### src/rtl/cache_control_if.sv
// rtl/cache_control_if.sv - CPU, datapath-status, array-control and pmem signals of the L1 cache controller.
interface cache_control_if;
  logic mem_read;
  logic mem_write;
  logic mem_resp;
  logic ishit_w1;
  logic ishit_w2;
  logic isdirty_w1;
  logic isdirty_w2;
  logic lru_out;
  logic load_lru;
  logic load_tag_w1;
  logic load_valid_w1;
  logic load_dirty_w1;
  logic load_datastore_w1;
  logic load_tag_w2;
  logic load_valid_w2;
  logic load_dirty_w2;
  logic load_datastore_w2;
  logic dirty_wdata;
  logic datastore_in_mux_sel;
  logic pmem_addr_sel;
  logic pmem_read;
  logic pmem_write;
  logic pmem_resp;

  modport slave (
    input  mem_read, mem_write, ishit_w1, ishit_w2, isdirty_w1, isdirty_w2,
           lru_out, pmem_resp,
    output mem_resp, load_lru, load_tag_w1, load_valid_w1, load_dirty_w1,
           load_datastore_w1, load_tag_w2, load_valid_w2, load_dirty_w2,
           load_datastore_w2, dirty_wdata, datastore_in_mux_sel, pmem_addr_sel,
           pmem_read, pmem_write
  );

  modport master (
    output mem_read, mem_write, ishit_w1, ishit_w2, isdirty_w1, isdirty_w2,
           lru_out, pmem_resp,
    input  mem_resp, load_lru, load_tag_w1, load_valid_w1, load_dirty_w1,
           load_datastore_w1, load_tag_w2, load_valid_w2, load_dirty_w2,
           load_datastore_w2, dirty_wdata, datastore_in_mux_sel, pmem_addr_sel,
           pmem_read, pmem_write
  );
endinterface

### src/rtl/cache_control.sv
// rtl/cache_control.sv - 2-way L1 cache sequencing FSM: hit service, dirty writeback, line fill.
// Optional saturating performance counters enabled by CACHE_PERF_CNT_EN.
module cache_control (
  input  logic        clk,
  input  logic        reset_n,
`ifdef CACHE_PERF_CNT_EN
  input  logic        perf_clr,
  output logic [15:0] hit_count,
  output logic [15:0] miss_count,
  output logic [15:0] wb_count,
`endif
  cache_control_if.slave bus
);

  typedef enum logic [1:0] {IDLE, WRITEBACK, FILL} state_t;

  state_t state;
  state_t next_state;
  logic   req;
  logic   hit;
  logic   hit_w2;
  logic   victim_dirty;
  logic   miss_go;
  logic   wb_go;

  assign req          = bus.mem_read | bus.mem_write;
  assign hit          = bus.ishit_w1 | bus.ishit_w2;
  assign hit_w2       = bus.ishit_w2 & ~bus.ishit_w1;
  assign victim_dirty = bus.lru_out ? bus.isdirty_w2 : bus.isdirty_w1;

  always_ff @(posedge clk or negedge reset_n) begin
    if (!reset_n) state <= IDLE;
    else          state <= next_state;
  end

  always_comb begin
    next_state                 = state;
    miss_go                    = 1'b0;
    wb_go                      = 1'b0;
    bus.mem_resp               = 1'b0;
    bus.load_lru               = 1'b0;
    bus.load_tag_w1            = 1'b0;
    bus.load_valid_w1          = 1'b0;
    bus.load_dirty_w1          = 1'b0;
    bus.load_datastore_w1      = 1'b0;
    bus.load_tag_w2            = 1'b0;
    bus.load_valid_w2          = 1'b0;
    bus.load_dirty_w2          = 1'b0;
    bus.load_datastore_w2      = 1'b0;
    bus.dirty_wdata            = 1'b0;
    bus.datastore_in_mux_sel   = 1'b0;
    bus.pmem_addr_sel          = 1'b0;
    bus.pmem_read              = 1'b0;
    bus.pmem_write             = 1'b0;
    // Outputs are forced low for the whole reset assertion, not just after the edge.
    if (reset_n) begin
      unique case (state)
        IDLE: begin
          if (req && hit) begin
            bus.mem_resp = 1'b1;
            bus.load_lru = (hit_w2 == bus.lru_out);
            if (bus.mem_write) begin
              bus.load_datastore_w1 = ~hit_w2;
              bus.load_dirty_w1     = ~hit_w2;
              bus.load_datastore_w2 = hit_w2;
              bus.load_dirty_w2     = hit_w2;
              bus.dirty_wdata       = 1'b1;
            end
          end else if (req) begin
            miss_go    = 1'b1;
            next_state = victim_dirty ? WRITEBACK : FILL;
          end
        end
        WRITEBACK: begin
          bus.pmem_write    = 1'b1;
          bus.pmem_addr_sel = 1'b1;
          if (bus.pmem_resp) begin
            wb_go      = 1'b1;
            next_state = FILL;
          end
        end
        FILL: begin
          bus.pmem_read = 1'b1;
          if (bus.pmem_resp) begin
            bus.load_tag_w1          = ~bus.lru_out;
            bus.load_valid_w1        = ~bus.lru_out;
            bus.load_dirty_w1        = ~bus.lru_out;
            bus.load_datastore_w1    = ~bus.lru_out;
            bus.load_tag_w2          = bus.lru_out;
            bus.load_valid_w2        = bus.lru_out;
            bus.load_dirty_w2        = bus.lru_out;
            bus.load_datastore_w2    = bus.lru_out;
            bus.datastore_in_mux_sel = 1'b1;
            next_state               = IDLE;
          end
        end
        default: next_state = IDLE;
      endcase
    end
  end

`ifdef CACHE_PERF_CNT_EN
  logic miss_pending;

  // Every IDLE cycle ends any earlier miss; a withdrawn request must not suppress later hits.
  always_ff @(posedge clk or negedge reset_n) begin
    if (!reset_n)           miss_pending <= 1'b0;
    else if (state == IDLE) miss_pending <= miss_go;
  end

  always_ff @(posedge clk or negedge reset_n) begin
    if (!reset_n) begin
      hit_count  <= 16'd0;
      miss_count <= 16'd0;
      wb_count   <= 16'd0;
    end else if (perf_clr) begin
      hit_count  <= 16'd0;
      miss_count <= 16'd0;
      wb_count   <= 16'd0;
    end else begin
      if (bus.mem_resp && !miss_pending && hit_count != 16'hFFFF)
        hit_count <= hit_count + 16'd1;
      if (miss_go && miss_count != 16'hFFFF)
        miss_count <= miss_count + 16'd1;
      if (wb_go && wb_count != 16'hFFFF)
        wb_count <= wb_count + 16'd1;
    end
  end
`else
  // Counter-free build: the FSM above is the whole controller.
`endif

endmodule

### src/flat_wrapper.sv
// flat-port wrapper written by rule: the top's interface ports become plain ports
module cache_control_flat 
  (clk, reset_n, bus_mem_read, bus_mem_write, bus_ishit_w1, bus_ishit_w2, bus_isdirty_w1, bus_isdirty_w2, bus_lru_out, bus_pmem_resp, bus_mem_resp, bus_load_lru, bus_load_tag_w1, bus_load_valid_w1, bus_load_dirty_w1, bus_load_datastore_w1, bus_load_tag_w2, bus_load_valid_w2, bus_load_dirty_w2, bus_load_datastore_w2, bus_dirty_wdata, bus_datastore_in_mux_sel, bus_pmem_addr_sel, bus_pmem_read, bus_pmem_write);
  cache_control_if bus_i ();
  input  logic clk;
  input  logic reset_n;
  input wire logic [$bits(bus_i.mem_read)-1:0] bus_mem_read;
  input wire logic [$bits(bus_i.mem_write)-1:0] bus_mem_write;
  input wire logic [$bits(bus_i.ishit_w1)-1:0] bus_ishit_w1;
  input wire logic [$bits(bus_i.ishit_w2)-1:0] bus_ishit_w2;
  input wire logic [$bits(bus_i.isdirty_w1)-1:0] bus_isdirty_w1;
  input wire logic [$bits(bus_i.isdirty_w2)-1:0] bus_isdirty_w2;
  input wire logic [$bits(bus_i.lru_out)-1:0] bus_lru_out;
  input wire logic [$bits(bus_i.pmem_resp)-1:0] bus_pmem_resp;
  output wire logic [$bits(bus_i.mem_resp)-1:0] bus_mem_resp;
  output wire logic [$bits(bus_i.load_lru)-1:0] bus_load_lru;
  output wire logic [$bits(bus_i.load_tag_w1)-1:0] bus_load_tag_w1;
  output wire logic [$bits(bus_i.load_valid_w1)-1:0] bus_load_valid_w1;
  output wire logic [$bits(bus_i.load_dirty_w1)-1:0] bus_load_dirty_w1;
  output wire logic [$bits(bus_i.load_datastore_w1)-1:0] bus_load_datastore_w1;
  output wire logic [$bits(bus_i.load_tag_w2)-1:0] bus_load_tag_w2;
  output wire logic [$bits(bus_i.load_valid_w2)-1:0] bus_load_valid_w2;
  output wire logic [$bits(bus_i.load_dirty_w2)-1:0] bus_load_dirty_w2;
  output wire logic [$bits(bus_i.load_datastore_w2)-1:0] bus_load_datastore_w2;
  output wire logic [$bits(bus_i.dirty_wdata)-1:0] bus_dirty_wdata;
  output wire logic [$bits(bus_i.datastore_in_mux_sel)-1:0] bus_datastore_in_mux_sel;
  output wire logic [$bits(bus_i.pmem_addr_sel)-1:0] bus_pmem_addr_sel;
  output wire logic [$bits(bus_i.pmem_read)-1:0] bus_pmem_read;
  output wire logic [$bits(bus_i.pmem_write)-1:0] bus_pmem_write;
  assign bus_i.mem_read = bus_mem_read;
  assign bus_i.mem_write = bus_mem_write;
  assign bus_i.ishit_w1 = bus_ishit_w1;
  assign bus_i.ishit_w2 = bus_ishit_w2;
  assign bus_i.isdirty_w1 = bus_isdirty_w1;
  assign bus_i.isdirty_w2 = bus_isdirty_w2;
  assign bus_i.lru_out = bus_lru_out;
  assign bus_i.pmem_resp = bus_pmem_resp;
  assign bus_mem_resp = bus_i.mem_resp;
  assign bus_load_lru = bus_i.load_lru;
  assign bus_load_tag_w1 = bus_i.load_tag_w1;
  assign bus_load_valid_w1 = bus_i.load_valid_w1;
  assign bus_load_dirty_w1 = bus_i.load_dirty_w1;
  assign bus_load_datastore_w1 = bus_i.load_datastore_w1;
  assign bus_load_tag_w2 = bus_i.load_tag_w2;
  assign bus_load_valid_w2 = bus_i.load_valid_w2;
  assign bus_load_dirty_w2 = bus_i.load_dirty_w2;
  assign bus_load_datastore_w2 = bus_i.load_datastore_w2;
  assign bus_dirty_wdata = bus_i.dirty_wdata;
  assign bus_datastore_in_mux_sel = bus_i.datastore_in_mux_sel;
  assign bus_pmem_addr_sel = bus_i.pmem_addr_sel;
  assign bus_pmem_read = bus_i.pmem_read;
  assign bus_pmem_write = bus_i.pmem_write;
  cache_control u_core (.clk(clk), .reset_n(reset_n), .bus(bus_i));
endmodule
### config.mk
export PLATFORM = sky130hd
export DESIGN_NAME = cache_control_flat
export DESIGN_NICKNAME = d
export VERILOG_FILES = /design/src/rtl/cache_control_if.sv /design/src/rtl/cache_control.sv /design/src/flat_wrapper.sv
export SDC_FILE = /design/constraint.sdc
export NUM_CORES = 1
export LEC_CHECK = 0
export ABC_AREA = 0
export ABC_CLOCK_PERIOD_IN_PS = 1600
export CAP_MARGIN = 10
export CORE_AREA = 2 2 39 41
export DETAILED_ROUTE_END_ITERATION = 10
export DIE_AREA = 0 0 41 43
export GPL_ROUTABILITY_DRIVEN = 0
export PLACE_DENSITY_LB_ADDON = 0.1
export SLEW_MARGIN = 15
export SYNTH_ARGS = -nofsm -noshare
export SYNTH_HDL_FRONTEND = slang
export SYNTH_SLANG_ARGS = --single-unit
### constraint.sdc
create_clock -name clk -period 1.6 [get_ports clk]
set_clock_uncertainty 0.2 [all_clocks]
set_input_delay 0.32 -clock clk [delete_from_list [all_inputs] [get_ports clk]]
set_output_delay 0.32 -clock clk [all_outputs]
set_load 0.01 [all_outputs]
==> impl_results.md <==
- Worst vdd ir: roughly 0.00045 V
- Internal power: 0.2975 mW
- Drc violations: 0
- Power density cells: 632.9 nW/um^2
- RSZ-0062 raised after global routing: yes
- Layout area overhead: 142.4%
- Layout cells sized above 1: 68.92%
- CTS buffer count: 3
- Max Cap Violations: 0
- Post-synth top cells: nor2_1 (7), buf_4 (5)
- Clk buf depth: 2
- Run status: complete, but fails checks
- Post-route setup slack: -281.0 ps
- Worst path slowest cell: dfrtp_2
- First-pass GRT wire length: 1614 um
- Syn Inst Count: 38
- Antenna Cells: 0
- Crit path time final: 1881 ps
- Area occupied by multi-input gates: 279.0 um^2
- Max FFs per register: 2
- Worst hold path class: in -> reg
- Main combinational cell family by area after synthesis: simple AND/OR/NAND/NOR gates
- Full die area: 1763 um^2
- Clk Latency, worst-skew pair: 220 ps
- Fill count: 143
- Initial antenna violation count: 0
- Mapped Area: 297.8 um^2
- Mux contribution to synthesized area: 3.782%
- Count leader, synth: nor2_1
- Final setup fails: 14
- Crit path max fanout: 8
- Hold WS: 392.8 ps
- Hold Path Cell Cnt: 3
- Post-synth top area share: 16.81%
- Avg Cell Area, Syn: 7.836 um^2
- Slew margin rel.: around three quarters
- Antenna-violating nets left: 0
- Post-synth ARST share: 100.0%
- Crit-path max cell delay: 460 ps
- Via-to-Cell Ratio: 4.544
- Initial core utilization: 21.52%
- Core footprint: 1384 um^2
- Worst Max-Slew Pin Slew: ~350 ps
- Leading area contributor after synthesis: dfrtp_1
- Netlist cell types: 24
- Leakage power: 0.3427 nW
- Adder-Cell Fraction of Synth Area: 0%
- Pre-CTS WS: -879.3 ps
- Chip height: 43 um
- PortBufs: 24
- Switching share of power: a little over a third
- Biggest regs: u_core.state (2)
- Starting DRT DRC Count: 3
- Cell depth of the worst flop-to-flop path: 3
- Post-Route WL: 986 um
- DP Wirelength: ~730 um
- Gr ovfl total: 0
- Synth warn: 0
- Root buffer cell: clkbuf_4
- Primary FF master, synth: dfrtp_1
- Tcrit/Tclk final: 117.6%
- Die W: 41 um
- Synthesized netlist net count: 48
- Register Area: 51.30 um^2
- Drt wl/cell: 10.96 um
- Highest clock rate: between 500 and 600 MHz
- WS Path Type: reg -> out
- Largest Register: u_core.state
- CTS tree: done
- Req. time, crit path: 1080 ps
- Post-synth EDFFs: 0
- Seq/Total Area, Yosys: about 17%
- Overall power: 0.4569 mW
- Register-to-register setup slack: around 30 ps
- Worst path bufs/invs: 1
- Fin. Hold Viols: 0
- Worst path cell trace: or3_4 > a21oi_4 > buf_6
- Vias in the first global route: 392
- Post-synthesis simple-gate area fraction: 39.08%
- CP Launch Type: register
- Worst path top cell family by delay: flip-flops
- Area contributors post-synth: dfrtp_1 (17%), buf_4 (13%), nor2_1 (8.8%)
- Post-synthesis xor/xnor area fraction: 0%
- Vias: 409
- Crit path arrival time: 1360 ps
- Row cnt: 14
- WP depth: 3
- Max Slew Vio Count: 0
- Largest net degree at the start of global routing: 9
- GRT Overall Usage: 13.65%
- Nets@finish: between 80 and 90
- Htree depth: 1
- Flops & latches, synth: 2
- Compound-cell area share of the yosys netlist: 21.43%
- I/O pin cnt: 25
- Clk pwr share: 24.7%
- Clk sinks: 2
- Violated checks: setup timing
- Final Util: 52.17%
- Switching Power: 0.1594 mW
- Logic pwr share: 58.2%
- First-pass detailed-route iteration total: 3
- Clock transition at path regs: 30 ps
- Part of the power in registers: 17.1%
- Critical Path End Type: output pin
worst paths after layout:
| check | startpoint | endpoint |
|---|---|---|
| min in group asynchronous | reset_n | u_core.state[0] |
| setup reg to reg | u_core.state[1] | u_core.state[1] |
| hold / removal | bus_ishit_w2 | u_core.state[1] |
| hold reg to reg | u_core.state[0] | u_core.state[0] |
| setup / recovery | u_core.state[1] | bus_load_lru |
| max in group asynchronous | reset_n | u_core.state[1] |
power groups by stage:
stage / clock (mW) / combinational (mW) / sequential [mW]
finish: 0.113 / 0.266 / 0.0779
global route: 0.122 / 0.285 / 0.0800
CTS: 0.122 / 0.254 / 0.0766
detailed placement: 0 / 0.229 / 0.0722
global placement: 0 / 0.229 / 0.0730
floorplan: 0 / 0.120 / 0.0640
worst reg2reg max path, cell delays in order (launching register included):
cell and delay, ps:
dfrtp_2 460, or3_4 440, buf_4 150, o41ai_2 210
cell usage in the layout (no fill, tap or decap), types with 2 or more instances in the layout:
master,instances
nor2_2,4
nor2_1,2
clkbuf_4,3
o21ai_0,2
buf_2,8
clkdlybuf4s50_1,2
dlygate4sd2_1,7
buf_6,10
buf_4,10
timing repair:
item	in CTS	in global routing
setup buffers	3	0
pin swaps	7	1
cloned	0	0
endpoints found under the setup margin	17	16
endpoints found under the hold margin	2	0
hold buffers	1	0
gates resized for setup	83	9
kinds of logic after synthesis:
group	after synthesis
buffers and inverters	8
multiplexers	1
flip-flops	2
AND/OR/NAND/NOR	19
AO/OA/AOI/OAI	8
stage by stage:
| stage | area, um^2 | std cells | TNS [ps] |
|---|---|---|---|
| after CTS | 698.2 | 90 | -2993 |
| final | 721.9 | 90 | -2522 |
| after global placement | 619.3 | 83 | -12100 |
| after detailed placement | 619.3 | 83 | -12120 |
| after global routing | 721.9 | 90 | -3403 |
| after floorplan | 325.3 | 38 | -347.6 |
layout make-up:
cell class | instances | area share, %
inverter | 1 | 0.5199
sequential | 2 | 7.106
timing repair buffer | 40 | 47.83
multi-input combinational | 28 | 38.65
clock buffer | 3 | 3.120
tap | 16 | 2.773
routing by layer:
metal / share of wire [%] / wire, um / GRT usage [%]
met5: 0 / 0 / 0
met4: 0 / 0 / 8.000
met3: 2.9 / 29 / 3.665
met2: 56 / 553 / 19.06
met1: 41 / 404 / 18.01
Power figures use the tool's default switching activity.
